**src/rtl/fir_sched_pkg.sv**
```systemverilog
// Shared types and default sizing for the FIR access scheduler.
// Imported by the scheduler top and its sample FIFO.
package fir_sched_pkg;

    localparam int DEF_DATA_W     = 16;
    localparam int DEF_FIFO_DEPTH = 4;
    localparam int DEF_NUM_COEFF  = 4;
    localparam int DEF_TIMEOUT    = 64;

    localparam int IDX_W   = $clog2(DEF_NUM_COEFF);
    localparam int TIMER_W = $clog2(DEF_TIMEOUT + 1);

    typedef enum logic [2:0] {
        IDLE,
        DR1,
        DR2,
        LC,
        ACK,
        DONE
    } state_t;

    function automatic int bits_for(input int n);
        return (n > 1) ? $clog2(n) : 1;
    endfunction

endpackage

```
**src/rtl/fir_sample_fifo.sv**
```systemverilog
// Synchronous sample FIFO, DATA_W x DEPTH, with full/empty/count.
// Push while full and pop while empty are ignored.
module fir_sample_fifo
    import fir_sched_pkg::*;
#(
    parameter int DATA_W = DEF_DATA_W,
    parameter int DEPTH  = DEF_FIFO_DEPTH,
    parameter int PW     = bits_for(DEPTH)
) (
    input  logic              clk,
    input  logic              n_rst,
    input  logic              push,
    input  logic [DATA_W-1:0] wdata,
    input  logic              pop,
    output logic [DATA_W-1:0] rdata,
    output logic              full,
    output logic              empty,
    output logic [PW:0]       count
);

    localparam logic [PW:0] FULL_CNT = (PW + 1)'(DEPTH);

    logic [DATA_W-1:0] mem_q [DEPTH];
    logic [DATA_W-1:0] mem_d [DEPTH];
    logic [PW-1:0]     wr_q, wr_d;
    logic [PW-1:0]     rd_q, rd_d;
    logic [PW:0]       cnt_q, cnt_d;
    logic              do_push;
    logic              do_pop;

    assign full    = (cnt_q == FULL_CNT);
    assign empty   = (cnt_q == '0);
    assign count   = cnt_q;
    assign rdata   = mem_q[rd_q];
    assign do_push = push && !full;
    assign do_pop  = pop && !empty;

    always_comb begin
        mem_d = mem_q;
        wr_d  = wr_q;
        rd_d  = rd_q;
        cnt_d = cnt_q;
        if (do_push) begin
            mem_d[wr_q] = wdata;
            wr_d        = wr_q + PW'(1);
        end
        if (do_pop) begin
            rd_d = rd_q + PW'(1);
        end
        if (do_push && !do_pop) begin
            cnt_d = cnt_q + (PW + 1)'(1);
        end else if (do_pop && !do_push) begin
            cnt_d = cnt_q - (PW + 1)'(1);
        end
    end

    always_ff @(posedge clk or negedge n_rst) begin
        if (!n_rst) begin
            for (int i = 0; i < DEPTH; i++) begin
                mem_q[i] <= '0;
            end
            wr_q  <= '0;
            rd_q  <= '0;
            cnt_q <= '0;
        end else begin
            mem_q <= mem_d;
            wr_q  <= wr_d;
            rd_q  <= rd_d;
            cnt_q <= cnt_d;
        end
    end

endmodule

```
**src/rtl/fir_access_scheduler.sv**
```systemverilog
// Front-end sequencer for the FIR core: buffers samples and coefficient
// sets and drives the core's dr/lc/data handshake.
module fir_access_scheduler
    import fir_sched_pkg::*;
#(
    parameter int DATA_W     = DEF_DATA_W,
    parameter int FIFO_DEPTH = DEF_FIFO_DEPTH,
    parameter int NUM_COEFF  = DEF_NUM_COEFF,
    parameter int TIMEOUT    = DEF_TIMEOUT
) (
    input  logic              clk,
    input  logic              n_rst,
    input  logic              sample_valid,
    input  logic [DATA_W-1:0] sample_data,
    output logic              sample_ready,
    input  logic              coeff_valid,
    input  logic [DATA_W-1:0] coeff_data,
    output logic              coeff_ready,
    output logic              fir_dr,
    output logic              fir_lc,
    output logic [DATA_W-1:0] fir_data,
    input  logic              fir_modwait,
    input  logic              fir_err,
    input  logic              clear_status,
    output logic              busy,
    output logic              err_sticky,
    output logic              timeout_sticky
);

    localparam int PW = bits_for(FIFO_DEPTH);
    localparam int IW = bits_for(NUM_COEFF);
    localparam int SW = $clog2(NUM_COEFF + 1);
    localparam int TW = $clog2(TIMEOUT + 1);

    localparam logic [SW-1:0] FULL_SET = SW'(NUM_COEFF);
    localparam logic [IW-1:0] LAST_IDX = IW'(NUM_COEFF - 1);
    localparam logic [TW-1:0] TMO_LIM  = TW'(TIMEOUT);

    state_t            state_q, state_d;
    logic [IW-1:0]     idx_q, idx_d;
    logic [IW-1:0]     idx_nxt;
    logic [TW-1:0]     timer_q, timer_d;
    logic [SW-1:0]     staged_q, staged_d;
    logic              loading_q, loading_d;
    logic              fir_dr_q, fir_dr_d;
    logic              fir_lc_q, fir_lc_d;
    logic [DATA_W-1:0] fir_data_q, fir_data_d;
    logic              err_q, err_d;
    logic              tmo_q, tmo_d;
    logic [DATA_W-1:0] coeff_q [NUM_COEFF];
    logic [DATA_W-1:0] coeff_d [NUM_COEFF];

    logic              fifo_push;
    logic              fifo_pop;
    logic              pop_req;
    logic [DATA_W-1:0] fifo_head;
    logic              fifo_full;
    logic              fifo_empty;
    logic [PW:0]       fifo_count;
    logic              coeff_push;
    logic              retire;
    logic              finish;

    assign sample_ready   = !fifo_full;
    assign coeff_ready    = (staged_q < FULL_SET) && !loading_q;
    assign fir_dr         = fir_dr_q;
    assign fir_lc         = fir_lc_q;
    assign fir_data       = fir_data_q;
    assign busy           = (state_q != IDLE);
    assign err_sticky     = err_q;
    assign timeout_sticky = tmo_q;

    assign fifo_push  = sample_valid && !fifo_full;
    assign fifo_pop   = pop_req && !fifo_empty;
    assign coeff_push = coeff_valid && coeff_ready;
    assign idx_nxt    = idx_q + IW'(1);

    fir_sample_fifo #(
        .DATA_W (DATA_W),
        .DEPTH  (FIFO_DEPTH),
        .PW     (PW)
    ) u_fifo (
        .clk   (clk),
        .n_rst (n_rst),
        .push  (fifo_push),
        .wdata (sample_data),
        .pop   (fifo_pop),
        .rdata (fifo_head),
        .full  (fifo_full),
        .empty (fifo_empty),
        .count (fifo_count)
    );

    always_comb begin
        state_d    = state_q;
        idx_d      = idx_q;
        timer_d    = timer_q;
        staged_d   = staged_q;
        loading_d  = loading_q;
        fir_dr_d   = 1'b0;
        fir_lc_d   = 1'b0;
        fir_data_d = fir_data_q;
        err_d      = err_q;
        tmo_d      = tmo_q;
        coeff_d    = coeff_q;
        pop_req    = 1'b0;
        retire     = 1'b0;
        finish     = 1'b0;

        if (clear_status) begin
            err_d = 1'b0;
            tmo_d = 1'b0;
        end
        if (coeff_push) begin
            coeff_d[staged_q[IW-1:0]] = coeff_data;
            staged_d = staged_q + SW'(1);
        end

        unique case (state_q)
            IDLE: begin
                // A complete coefficient set outranks queued samples.
                if (staged_q == FULL_SET) begin
                    state_d    = LC;
                    idx_d      = '0;
                    loading_d  = 1'b1;
                    fir_lc_d   = 1'b1;
                    fir_data_d = coeff_q[0];
                end else if (fifo_count != '0) begin
                    state_d    = DR1;
                    fir_dr_d   = 1'b1;
                    fir_data_d = fifo_head;
                end
            end
            DR1: begin
                fir_dr_d = 1'b1;
                state_d  = DR2;
            end
            DR2: begin
                if (fir_modwait) begin
                    state_d = DONE;
                    timer_d = '0;
                end else begin
                    retire = 1'b1;
                end
            end
            LC: begin
                state_d = ACK;
                timer_d = '0;
            end
            ACK: begin
                if (fir_modwait) begin
                    state_d = DONE;
                    timer_d = '0;
                end else if (timer_q != '0) begin
                    retire = 1'b1;
                end else begin
                    timer_d = timer_q + TW'(1);
                end
            end
            DONE: begin
                if (!fir_modwait) begin
                    if (fir_err) begin
                        err_d = 1'b1;
                    end
                    if (loading_q && (idx_q != LAST_IDX)) begin
                        idx_d      = idx_nxt;
                        state_d    = LC;
                        fir_lc_d   = 1'b1;
                        fir_data_d = coeff_q[idx_nxt];
                    end else begin
                        finish = 1'b1;
                    end
                end else if (timer_q == TMO_LIM) begin
                    retire = 1'b1;
                end else begin
                    timer_d = timer_q + TW'(1);
                end
            end
            default: state_d = IDLE;
        endcase

        if (retire) begin
            tmo_d = 1'b1;
        end
        // Timeout and normal completion both retire the transaction.
        if (retire || finish) begin
            state_d    = IDLE;
            fir_data_d = '0;
            if (loading_q) begin
                staged_d  = '0;
                loading_d = 1'b0;
            end else begin
                pop_req = 1'b1;
            end
        end
    end

    always_ff @(posedge clk or negedge n_rst) begin
        if (!n_rst) begin
            state_q    <= IDLE;
            idx_q      <= '0;
            timer_q    <= '0;
            staged_q   <= '0;
            loading_q  <= 1'b0;
            fir_dr_q   <= 1'b0;
            fir_lc_q   <= 1'b0;
            fir_data_q <= '0;
            err_q      <= 1'b0;
            tmo_q      <= 1'b0;
            for (int i = 0; i < NUM_COEFF; i++) begin
                coeff_q[i] <= '0;
            end
        end else begin
            state_q    <= state_d;
            idx_q      <= idx_d;
            timer_q    <= timer_d;
            staged_q   <= staged_d;
            loading_q  <= loading_d;
            fir_dr_q   <= fir_dr_d;
            fir_lc_q   <= fir_lc_d;
            fir_data_q <= fir_data_d;
            err_q      <= err_d;
            tmo_q      <= tmo_d;
            coeff_q    <= coeff_d;
        end
    end

endmodule
```
**config.mk**
```make
export PLATFORM = sky130hd
export DESIGN_NAME = fir_access_scheduler
export DESIGN_NICKNAME = d
export VERILOG_FILES = /design/src/rtl/fir_sched_pkg.sv /design/src/rtl/fir_sample_fifo.sv /design/src/rtl/fir_access_scheduler.sv
export SDC_FILE = /design/constraint.sdc
export NUM_CORES = 1
export LEC_CHECK = 0
export BUFFER_PORTS_ARGS = -buffer_cell sky130_fd_sc_hd__clkbuf_2
export CORE_MARGIN = 4
export CORE_UTILIZATION = 45
export DETAILED_ROUTE_END_ITERATION = 16
export PLACE_DENSITY_LB_ADDON = 0.1
export SLEW_MARGIN = 15
export SYNTH_ARGS = -nofsm -noshare
export SYNTH_HDL_FRONTEND = slang
export SYNTH_SLANG_ARGS = --single-unit
```
**constraint.sdc**
```tcl
create_clock -name clk -period 6 [get_ports clk]
set_input_delay 1.2 -clock clk [delete_from_list [all_inputs] [get_ports clk]]
set_output_delay 1.2 -clock clk [all_outputs]
set_load 0.01 [all_outputs]
```
==> results of run 1 <==
-- layer usage --
layer / vias to the layer above / track usage (%) / wire (µm)
met1: 2613 / 25.5 / 8430
met4: 0 / 6.30 / 240
met3: 17 / 3.60 / 542
met2: 75 / 31.5 / 9020
met5: - / 0 / 0
li1: 2291 / - / -
-- through the flow --
stage          setup slack, ns  cell area [µm²]  utilization [%]
6_report                  2.53             9140             52.3
3_5_place_dp              2.13             8570             49.0
5_1_grt                   2.44             9140             52.3
4_1_cts                   2.57             9140             52.3
2_1_floorplan             2.57             8120                -
3_3_place_gp              2.18             8570             49.0
-- logic make-up (layout without fill, tap and decap cells) --
kind of cell	after synthesis	count (layout)	synth area share, %
xor gates and xnor gates	7	7	0.755
adders and majority gates	13	13	2.10
and+or+nand+nor	91	91	5.64
buffers and inverters	51	112	2.99
muxes	195	195	29.2
DFF	171	171	52.7
AOI/OAI and AO/OA	67	67	6.57
-- sequential cells by signal (all words and copies together), names as in the netlist --
register / flops
u_fifo.count: 3
err_sticky: 1
idx_q: 2
fir_lc: 1
u_fifo.mem_q: 64
coeff_q: 64
state_q: 3
u_fifo.rd_q: 2
u_fifo.wr_q: 2
timer_q: 7
staged_q: 3
loading_q: 1
fir_data: 16
timeout_sticky: 1
fir_dr: 1
-- power groups by stage --
stage	combinational (µW)	clock [µW]	sequential, µW
after detailed placement	2250	0	2090
after global placement	2190	0	2060
final	2220	1080	2070
after CTS	2250	1110	2070
after global routing	2430	1150	2140
after floorplan	1760	0	1980
-- worst max-delay path by stage --
stage	cells past startpoint	endpoint	from	slack, ns
finish	10	u_fifo.count[1]$_DFFE_PN0P_	fir_modwait	2.53
global route	10	u_fifo.count[1]$_DFFE_PN0P_	fir_modwait	2.44
CTS	10	u_fifo.count[1]$_DFFE_PN0P_	fir_modwait	2.57
detailed placement	10	u_fifo.count[1]$_DFFE_PN0P_	fir_modwait	2.13
global placement	10	u_fifo.count[1]$_DFFE_PN0P_	fir_modwait	2.18
floorplan	10	u_fifo.count[1]$_DFFE_PN0P_	fir_modwait	2.57
-- worst max-delay path: stages --
cell,delay (ns)
clkbuf_2,0.18
or4b_2,0.63
a21oi_1,0.18
or3_1,0.13
buf_4,0.30
nand2_1,0.15
ha_1,0.25
inv_1,0.07
fa_1,0.41
mux2_2,0.27
-- final cells by class --
type	instances	area [µm²]	area share [%]
Sequential cell	171	4280	46.8
Tap cell	225	282	3.08
Timing Repair Buffer	68	364	3.98
Clock buffer	18	429	4.69
Multi-Input combinational cell	373	3600	39.3
Inverter	12	45.0	0.493
Clock inverter	14	149	1.63
-- placed cells by master (no fill, tap or decap), types with 4 or more instances in the layout --
master / instances
a211oi_1: 14
nand2_1: 19
clkbuf_2: 60
buf_4: 7
o21ai_0: 11
and2_1: 4
nand3_1: 6
inv_1: 12
nor2_1: 35
mux2_2: 177
clkinv_4: 4
xnor2_1: 5
ha_1: 12
dfrtp_1: 171
a32o_1: 5
a222oi_1: 16
nor2b_1: 5
and3_1: 4
clkinvlp_4: 4
mux4_2: 16
a21oi_1: 10
clkbuf_16: 17
==> impl_results.md, run 1 <==
* DR vias at 4,996
* Worst slew pin tran at 1.16 ns
* Final Slew Violations at 0
* Post CTS Setup Buffer Count at 0
* Net Sw Power at 1820 µW
* Worst-case clock buffer depth at 2
* Synth unique cells at 45
* Synth warn at 0
* FF-to-FF End: u_fifo.count[2]$_DFFE_PN0P_
* DRC viols at 0
* Hold buffers post-CTS at 0
* Worst hold start: u_fifo.mem_q[16]$_DFFE_PN0P_
* Mapped Nets at 647
* Most frequent cells after synthesis: mux2_2, dfrtp_1, nor2_1
* Hold Path End: u_fifo.mem_q[16]$_DFFE_PN0P_
* Die area at 20,300 µm²
* Share of the synthesized area in the top cell type at 52.7%
* Area growth from synthesis to layout at 12.6%
* Outcome: finished, final reports clean
* Max VDD drop at ~0.00040 V
* Synth area leader: dfrtp_1
* Fin crit share at between 50% and 60%
* Origin of the critical flop-to-flop path: timer_q[0]$_DFFE_PN0P_
* Final WL at 18.2 mm
* Overall power at 5370 µW
* Max Cap Violations at 0
* Detail Placement HPWL at 12.2 mm
* Post-synth EDFFs at 0
* Layout Cells excl Fill at 881
* Cells after Synth at 595
* Drt pass-1 iters at 7
* CP required at roughly 6.3 ns
* Worst path arrival time at 3.78 ns
* Hold crit path type: reg2reg
* CTS tree: done
* FP Rows at 48
* Critical Path Start Type: input pin
* Largest cells by area after synthesis: dfrtp_1, mux2_2, mux4_2
* Cell internal pwr at between 3000 and 4000 µW
* WHS at 0.500 ns
* CP Max Fanout at 23
* Diodes inserted at 0
* Tot GR Track Use at 19.0%
* Nature of the critical path endpoint: flip-flop
* First-pass GRT wire length at 29.6 mm
* Pwr Density at about 600 nW/µm²
* CTS sink cnt at ~170
* CTS Buf Count at 17
* Share of cells above drive strength 1 at 46.2%
* Sequential share of power at 38.6%
* Switching fraction of total power at 34.0%
* Post-cts sizing count at 0
* RePlAce Congestion at 0.733
* # IOs at 62
* Routed len/inst at 20.7 µm
* Setup Viol. Count Final at 0
* Initial core utilization at approximately 46%
* P_leak at 0.00396 µW
* Mapped Area at slightly above 8000 µm²
* Filler Cell Count at 1,501
* Min-Delay Path Depth at 1
* TNS Setup at 0 ns
* Core area at 17,500 µm²
* Clk pwr share at around a fifth
* Dpl cells at approximately 850
* Gate power share at 41.3%
* Largest net degree at the start of global routing at 79
* Port Buf Inserts at 61
* Initial DRC count at approximately 310
* RSZ-0062 raised after global routing: false
* FF-to-FF path depth at 13
* Die Wd at approximately 140 µm
* Fmax at 288 MHz
* Layout Nets at 695
* Worst-path clk slew at 0.07 ns
* Routed Antenna Nets at 0
* Setup CP Type: in2reg
* Synth Flop Type: dfrtp_1
* Clk_skew at 0.0144 ns
* Root buffer cell: clkbuf_16
* Post-synth ARST share at 100%
* FF+latch count, synth at 171
* Clock Latency Late Sink at 0.43 ns
* Antenna violations before repair at 0
* Vias per cell at about 5.7
* Post-route minimum period at 3.47 ns
* Register area share after synthesis at 52.7%
* Grt ovf at 0
* Hold Fails Final Rpt at 0
* Die Y-Extent at approximately 140 µm
* R2r setup slk at 2.84 ns
* Vias in the first global route at 5,396
* Htree depth at 4
* Relative slew slack at 22.4%
* Most common cell in the netlist: mux2_2
* Syn avg cell area at 13.6 µm²
(Power assumes the default switching activity.)
==> inputs of run 2 (changes only) <==
==> constraint.sdc (replaced) <==
create_clock -name clk -period 2.84 [get_ports clk]
set_input_delay 0.568 -clock clk [delete_from_list [all_inputs] [get_ports clk]]
set_output_delay 0.568 -clock clk [all_outputs]
set_load 0.01 [all_outputs]
==> impl_results.md, run 2 (synthesis gave the netlist of run 1 again) <==
* RSZ-0062 raised after global routing: false
* Final Slew Violations at 0
* Max Cap Violations at 0
* Clk pwr share at between 10% and 20%
* RePlAce Congestion at 0.769
* First-pass GRT wire length at 30.3 mm
* # IOs at 62
* FP Rows at 48
* Crit-path cells: or4b_2, a21oi_2, or3_4, nand2_2, ha_4, inv_1, fa_2, mux2_2
* Final setup margin at 0.222 ns
* Area growth from synthesis to layout at 15.0%
* Relative slew slack at approximately 20%
* Worst path arrival time at just under 3 ns
* Setup CP Type: reg2reg
* Worst-case clock buffer depth at 2
* Vias per cell at 5.70
* Gate power share at around 43%
* Vias in the first global route at 5,540
* Antenna violations before repair at 0
* Cell internal pwr at 7650 µW
* Die Y-Extent at 142 µm
* CTS tree: done
* Net Sw Power at 3900 µW
* CP Max Fanout at 13
* Drt pass-1 iters at 6
* CTS sink cnt at 171
* Post CTS Setup Buffer Count at 0
* Worst slew pin tran at 1.20 ns
* Fin crit share at 92.2%
* CP Launch Point: state_q[2]$_DFFE_PN0P_
* Overall power at approximately 12,000 µW
* DR vias at 5,126
* Die area at 20,300 µm²
* Filler Cell Count at 1,483
* Tot GR Track Use at around 20%
* Root buffer cell: clkbuf_16
* Origin of the critical flop-to-flop path: state_q[2]$_DFFE_PN0P_
* R2r setup slk at approximately 0.22 ns
* Nature of the critical path endpoint: flip-flop
* Largest net degree at the start of global routing at 71
* Switching fraction of total power at roughly a third
* Max VDD drop at slightly below 0.0009 V
* Hold Fails Final Rpt at 0
* Final WL at approximately 19 mm
* Post-route core utilization at 53.4%
* Crit-path max cell delay at 0.63 ns
* TNS Setup at 0 ns
* Detail Placement HPWL at 12.6 mm
* Cell at the slowest stage of the critical path: or4b_2
* Outcome: finished, final reports clean
* Worst-path clk slew at ~0.060 ns
* DRC viols at 0
* Layout Nets at 714
* Pre-CTS WS at 0.0231 ns
* Pwr Density at 1240 nW/µm²
* Initial DRC count at ~290
* CTS Buf Count at 17
* Fmax at 382 MHz
* Top cell family by delay on the critical path: simple AND/OR/NAND/NOR gates
* Htree depth at 4
* Initial core utilization at 46.4%
* Routed Antenna Nets at 0
* Commonest non-fill, non-tap cell in the layout: mux2_2
* Commonest non-fill, non-tap cells in the layout: mux2_2, dfrtp_1, clkbuf_2
* Buf/Inv on CP at 1
* Routed len/inst at 20.7 µm
* Share of cells above drive strength 1 at around half
* Post-route minimum period at roughly 2.6 ns
* Clock Latency Late Sink at 0.42 ns
* CP required at 3.14 ns
* Setup Viol. Count Final at 0
* Clk_skew at 0.00865 ns
* Critical Path Start Type: flip-flop
* Hold crit path type: in2async
* Core area at 17,500 µm²
* Port Buf Inserts at 61
* Diodes inserted at 0
* Grt ovf at 0
* P_leak at 0.00406 µW
* Die Wd at about 140 µm
* Sequential share of power at between 30% and 40%
[run 2: final timing paths]
check | endpoint | cells after the start
max | u_fifo.count[1]$_DFFE_PN0P_ | 8
max in group asynchronous | u_fifo.mem_q[24]$_DFFE_PN0P_ | 2
min | u_fifo.wr_q[0]$_DFFE_PN0P_ | 1
min reg2reg | u_fifo.count[2]$_DFFE_PN0P_ | 1
min in group clk | timeout_sticky$_DFFE_PN0P_ | 2
max reg2reg | u_fifo.count[1]$_DFFE_PN0P_ | 8
[run 2: routing by layer]
| layer | GRT usage, % | share of wire [%] | routed length, µm |
|---|---|---|---|
| met1 | 26.2 | 45 | 8330 |
| met2 | 31.7 | 50 | 9220 |
| met3 | 5.01 | 4.4 | 822 |
| met4 | 5.65 | 1.3 | 243 |
| met5 | 0 | 0 | 0 |
[run 2: worst reg2reg max path: cells and delay by family, from the launching register on]
| kind | cells | cell delay, ns |
|---|---|---|
| muxes | 1 | 0.26 |
| buffers and inverters | 1 | 0.06 |
| AOI/OAI and AO/OA | 1 | 0.16 |
| and+or+nand+nor | 3 | 0.86 |
| adders and majority gates | 2 | 0.60 |
| DFF | 1 | 0.55 |
[run 2: area by class of cell]
cell class	instances	area, µm²	area share, %
inverters	12	45.0	0.482
multi-input cells	373	3630	38.9
clock inverters	11	121	1.30
flip-flops and latches	171	4280	45.8
repair buffers	87	532	5.70
well taps	225	282	3.02
clock buffers	20	447	4.78
[run 2: metrics by stage]
stage	instance area [µm²]	instances	hold WS, ns
after floorplan	8120	595	0.272
after global placement	8730	868	0.474
after detailed placement	8730	868	0.488
after CTS	9310	899	0.182
after global routing	9340	899	0.202
final	9340	899	0.144
[run 2: what timing repair did]
action	4_1_cts	5_1_grt
pin swaps	0	3
hold buffers	0	0
gates resized for setup	1	7
endpoints found under the setup margin	1	1
[run 2: power by group through the flow]
stage | registers, µW | logic, µW | clock network (µW)
6_report | 4340 | 4940 | 2270
5_1_grt | 4490 | 5420 | 2430
4_1_cts | 4350 | 4970 | 2330
3_5_place_dp | 4390 | 4950 | 0
3_3_place_gp | 4310 | 4830 | 0
2_1_floorplan | 4170 | 3720 | 0
==> inputs of run 3 (changes only) <==
--- a/config.mk
+++ b/config.mk
@@ -9,8 +9,9 @@
 export CORE_MARGIN = 4
 export CORE_UTILIZATION = 45
 export DETAILED_ROUTE_END_ITERATION = 16
-export PLACE_DENSITY_LB_ADDON = 0.1
+export PLACE_DENSITY = 0.69
 export SLEW_MARGIN = 15
 export SYNTH_ARGS = -nofsm -noshare
 export SYNTH_HDL_FRONTEND = slang
 export SYNTH_SLANG_ARGS = --single-unit
+export TNS_END_PERCENT = 1
==> impl_results.md, run 3 (synthesis gave the netlist of run 1 again) <==
* CTS Buf Count at 17
* Overall power at roughly 12,000 µW
* Max VDD drop at roughly 0.00054 V
* First-pass GRT wire length at between 20 and 30 mm
* Die Y-Extent at around 140 µm
* Core area at 17,500 µm²
* Commonest non-fill, non-tap cells in the layout: mux2_2, dfrtp_1, clkbuf_2
* CP required at 3.18 ns
* Area growth from synthesis to layout at 15.6%
* Gate power share at between 40% and 50%
* Top cell family by delay on the critical path: simple AND/OR/NAND/NOR gates
* Max Cap Violations at 0
* Sequential share of power at 37.7%
* Nature of the critical path endpoint: flip-flop
* Pre-CTS WS at -0.0923 ns
* Vias per cell at roughly 5.7
* Initial DRC count at 375
* Met1 usage at 25.6%
* Drt pass-1 iters at 5
* CTS tree: done
* Hold Fails Final Rpt at 0
* Routing usage on met2 at roughly 30%
* Fmax at 375 MHz
* Critical Path Start Type: flip-flop
* Filler Cell Count at 1,430
* WP depth at 12
* Root buffer cell: clkbuf_16
* Pwr Density at ~1200 nW/µm²
* Routed Antenna Nets at 0
* Commonest non-fill, non-tap cell in the layout: mux2_2
* Routed len/inst at a little over 20 µm
* Port Buf Inserts at 61
* Most Crowded Layer GR: met2
* FF-to-FF path depth at 12
* Layout Nets at 714
* Initial core utilization at 46.4%
* Final setup margin at 0.174 ns
* RePlAce Congestion at 0.890
* Setup Viol. Count Final at 0
* Layout Cells excl Fill at 897
* M3 GR Usage at 4.44%
* Post-placement cell area at 8720 µm²
* Antenna violations before repair at 1
* Hold crit path type: in2async
* Cell at the slowest stage of the critical path: or3_4
* Diodes inserted at 0
* CP Max Fanout at 3
* Relative slew slack at 34.8%
* Final WL at 18.1 mm
* Clk_skew at 0.0101 ns
* Final Slew Violations at 0
* Largest net degree at the start of global routing at 80
* DR vias at 5,091
* Worst path arrival time at ~3.0 ns
* CTS sink cnt at 171
* Grt ovf at 0
* Clock Latency Late Sink at 0.42 ns
* FP Rows at 48
* Vias in the first global route at approximately 5,500
* Setup CP Type: reg2reg
* Worst-case clock buffer depth at 2
* P_leak at 0.00411 µW
* Crit-path cells: inv_2, ha_1, nor4b_4, a21oi_2, or3_4, nand2_4, ha_2, inv_1, fa_2, xor2_1, nor2_1, xor2_1
* Net Sw Power at 3860 µW
* Fin crit share at 93.9%
* DRC viols at 0
* Cell internal pwr at 7830 µW
* Worst slew pin tran at 0.977 ns
* Reg area at 4280 µm²
* Switching fraction of total power at 33.0%
* Cell mode on critical path: xor2_1
* Final Instance Area at between 9000 and 10,000 µm²
* Clk pwr share at between 20% and 30%
* Outcome: finished, final reports clean
* Buf/Inv on CP at 2
* Worst-path clk slew at around 0.060 ns
* Post-route core utilization at 53.7%
* Htree depth at 4
* Multi-input logic area at 3630 µm²
* Tot GR Track Use at 18.8%
* Share of cells above drive strength 1 at 48.2%
* # IOs at 62
* Dpl cells at a little under 900
* Detail Placement HPWL at ~13 mm
* Die area at 20,300 µm²
* Die Wd at between 100 and 150 µm
* Crit-path max cell delay at roughly 0.4 ns
* Hold buffers post-CTS at 0
* Post-route minimum period at 2.67 ns
* RSZ-0062 raised after global routing: false
run 3: changes by cell type in the layout (fill, tap and decap cells not counted), sizes merged:
| cell | change |
|---|---|
| clkbuf | +1 |
| clkinvlp | -5 |
| inv | -1 |
| bufinv | +2 |
| clkinv | +1 |
run 3: layout make-up:
type | count | share of cell area (%)
clock buffer | 21 | 4.91
multi-input combinational | 373 | 38.7
inverter | 12 | 0.480
clock inverter | 8 | 1.53
sequential | 171 | 45.6
timing repair buffer | 87 | 5.80
tap | 225 | 3.00
run 3: through the flow:
stage	TNS, ns	hold slack, ns
2_1_floorplan	0	0.272
3_3_place_gp	0	0.465
6_report	0	0.188
5_1_grt	0	0.242
4_1_cts	0	0.212
3_5_place_dp	-0.0923	0.490
run 3: routing by layer:
layer	vias up	part of all wire [%]
li1	2316	-
met1	2636	45
met2	107	49
met3	30	4.4
met4	2	2.2
met5	-	0.066
run 3: path summary, 6_finish.rpt:
path,start,end,slack (ns)
max in group asynchronous,n_rst,u_fifo.wr_q[0]$_DFFE_PN0P_,1.97
hold / removal,n_rst,coeff_q[48]$_DFFE_PN0P_,0.19
setup / recovery,timer_q[0]$_DFFE_PN0P_,u_fifo.count[2]$_DFFE_PN0P_,0.17
setup reg to reg,timer_q[0]$_DFFE_PN0P_,u_fifo.count[2]$_DFFE_PN0P_,0.17
min in group clk,clear_status,err_sticky$_DFF_PN0_,0.34
hold reg to reg,u_fifo.rd_q[1]$_DFFE_PN0P_,u_fifo.rd_q[1]$_DFFE_PN0P_,0.50
run 3: power by group through the flow:
stage | Clock (µW) | Combinational [µW] | Sequential, µW
detailed placement | 0 | 4820 | 4440
global placement | 0 | 4640 | 4310
global route | 2540 | 5330 | 4550
floorplan | 0 | 3720 | 4170
finish | 2400 | 4880 | 4410
CTS | 2450 | 4860 | 4400
run 3: timing repair:
item | CTS | global route
endpoints found under the setup margin | 1 | 2
buffers inserted | 0 | 3
pin swaps | 0 | 4
gates resized for setup | 1 | 7
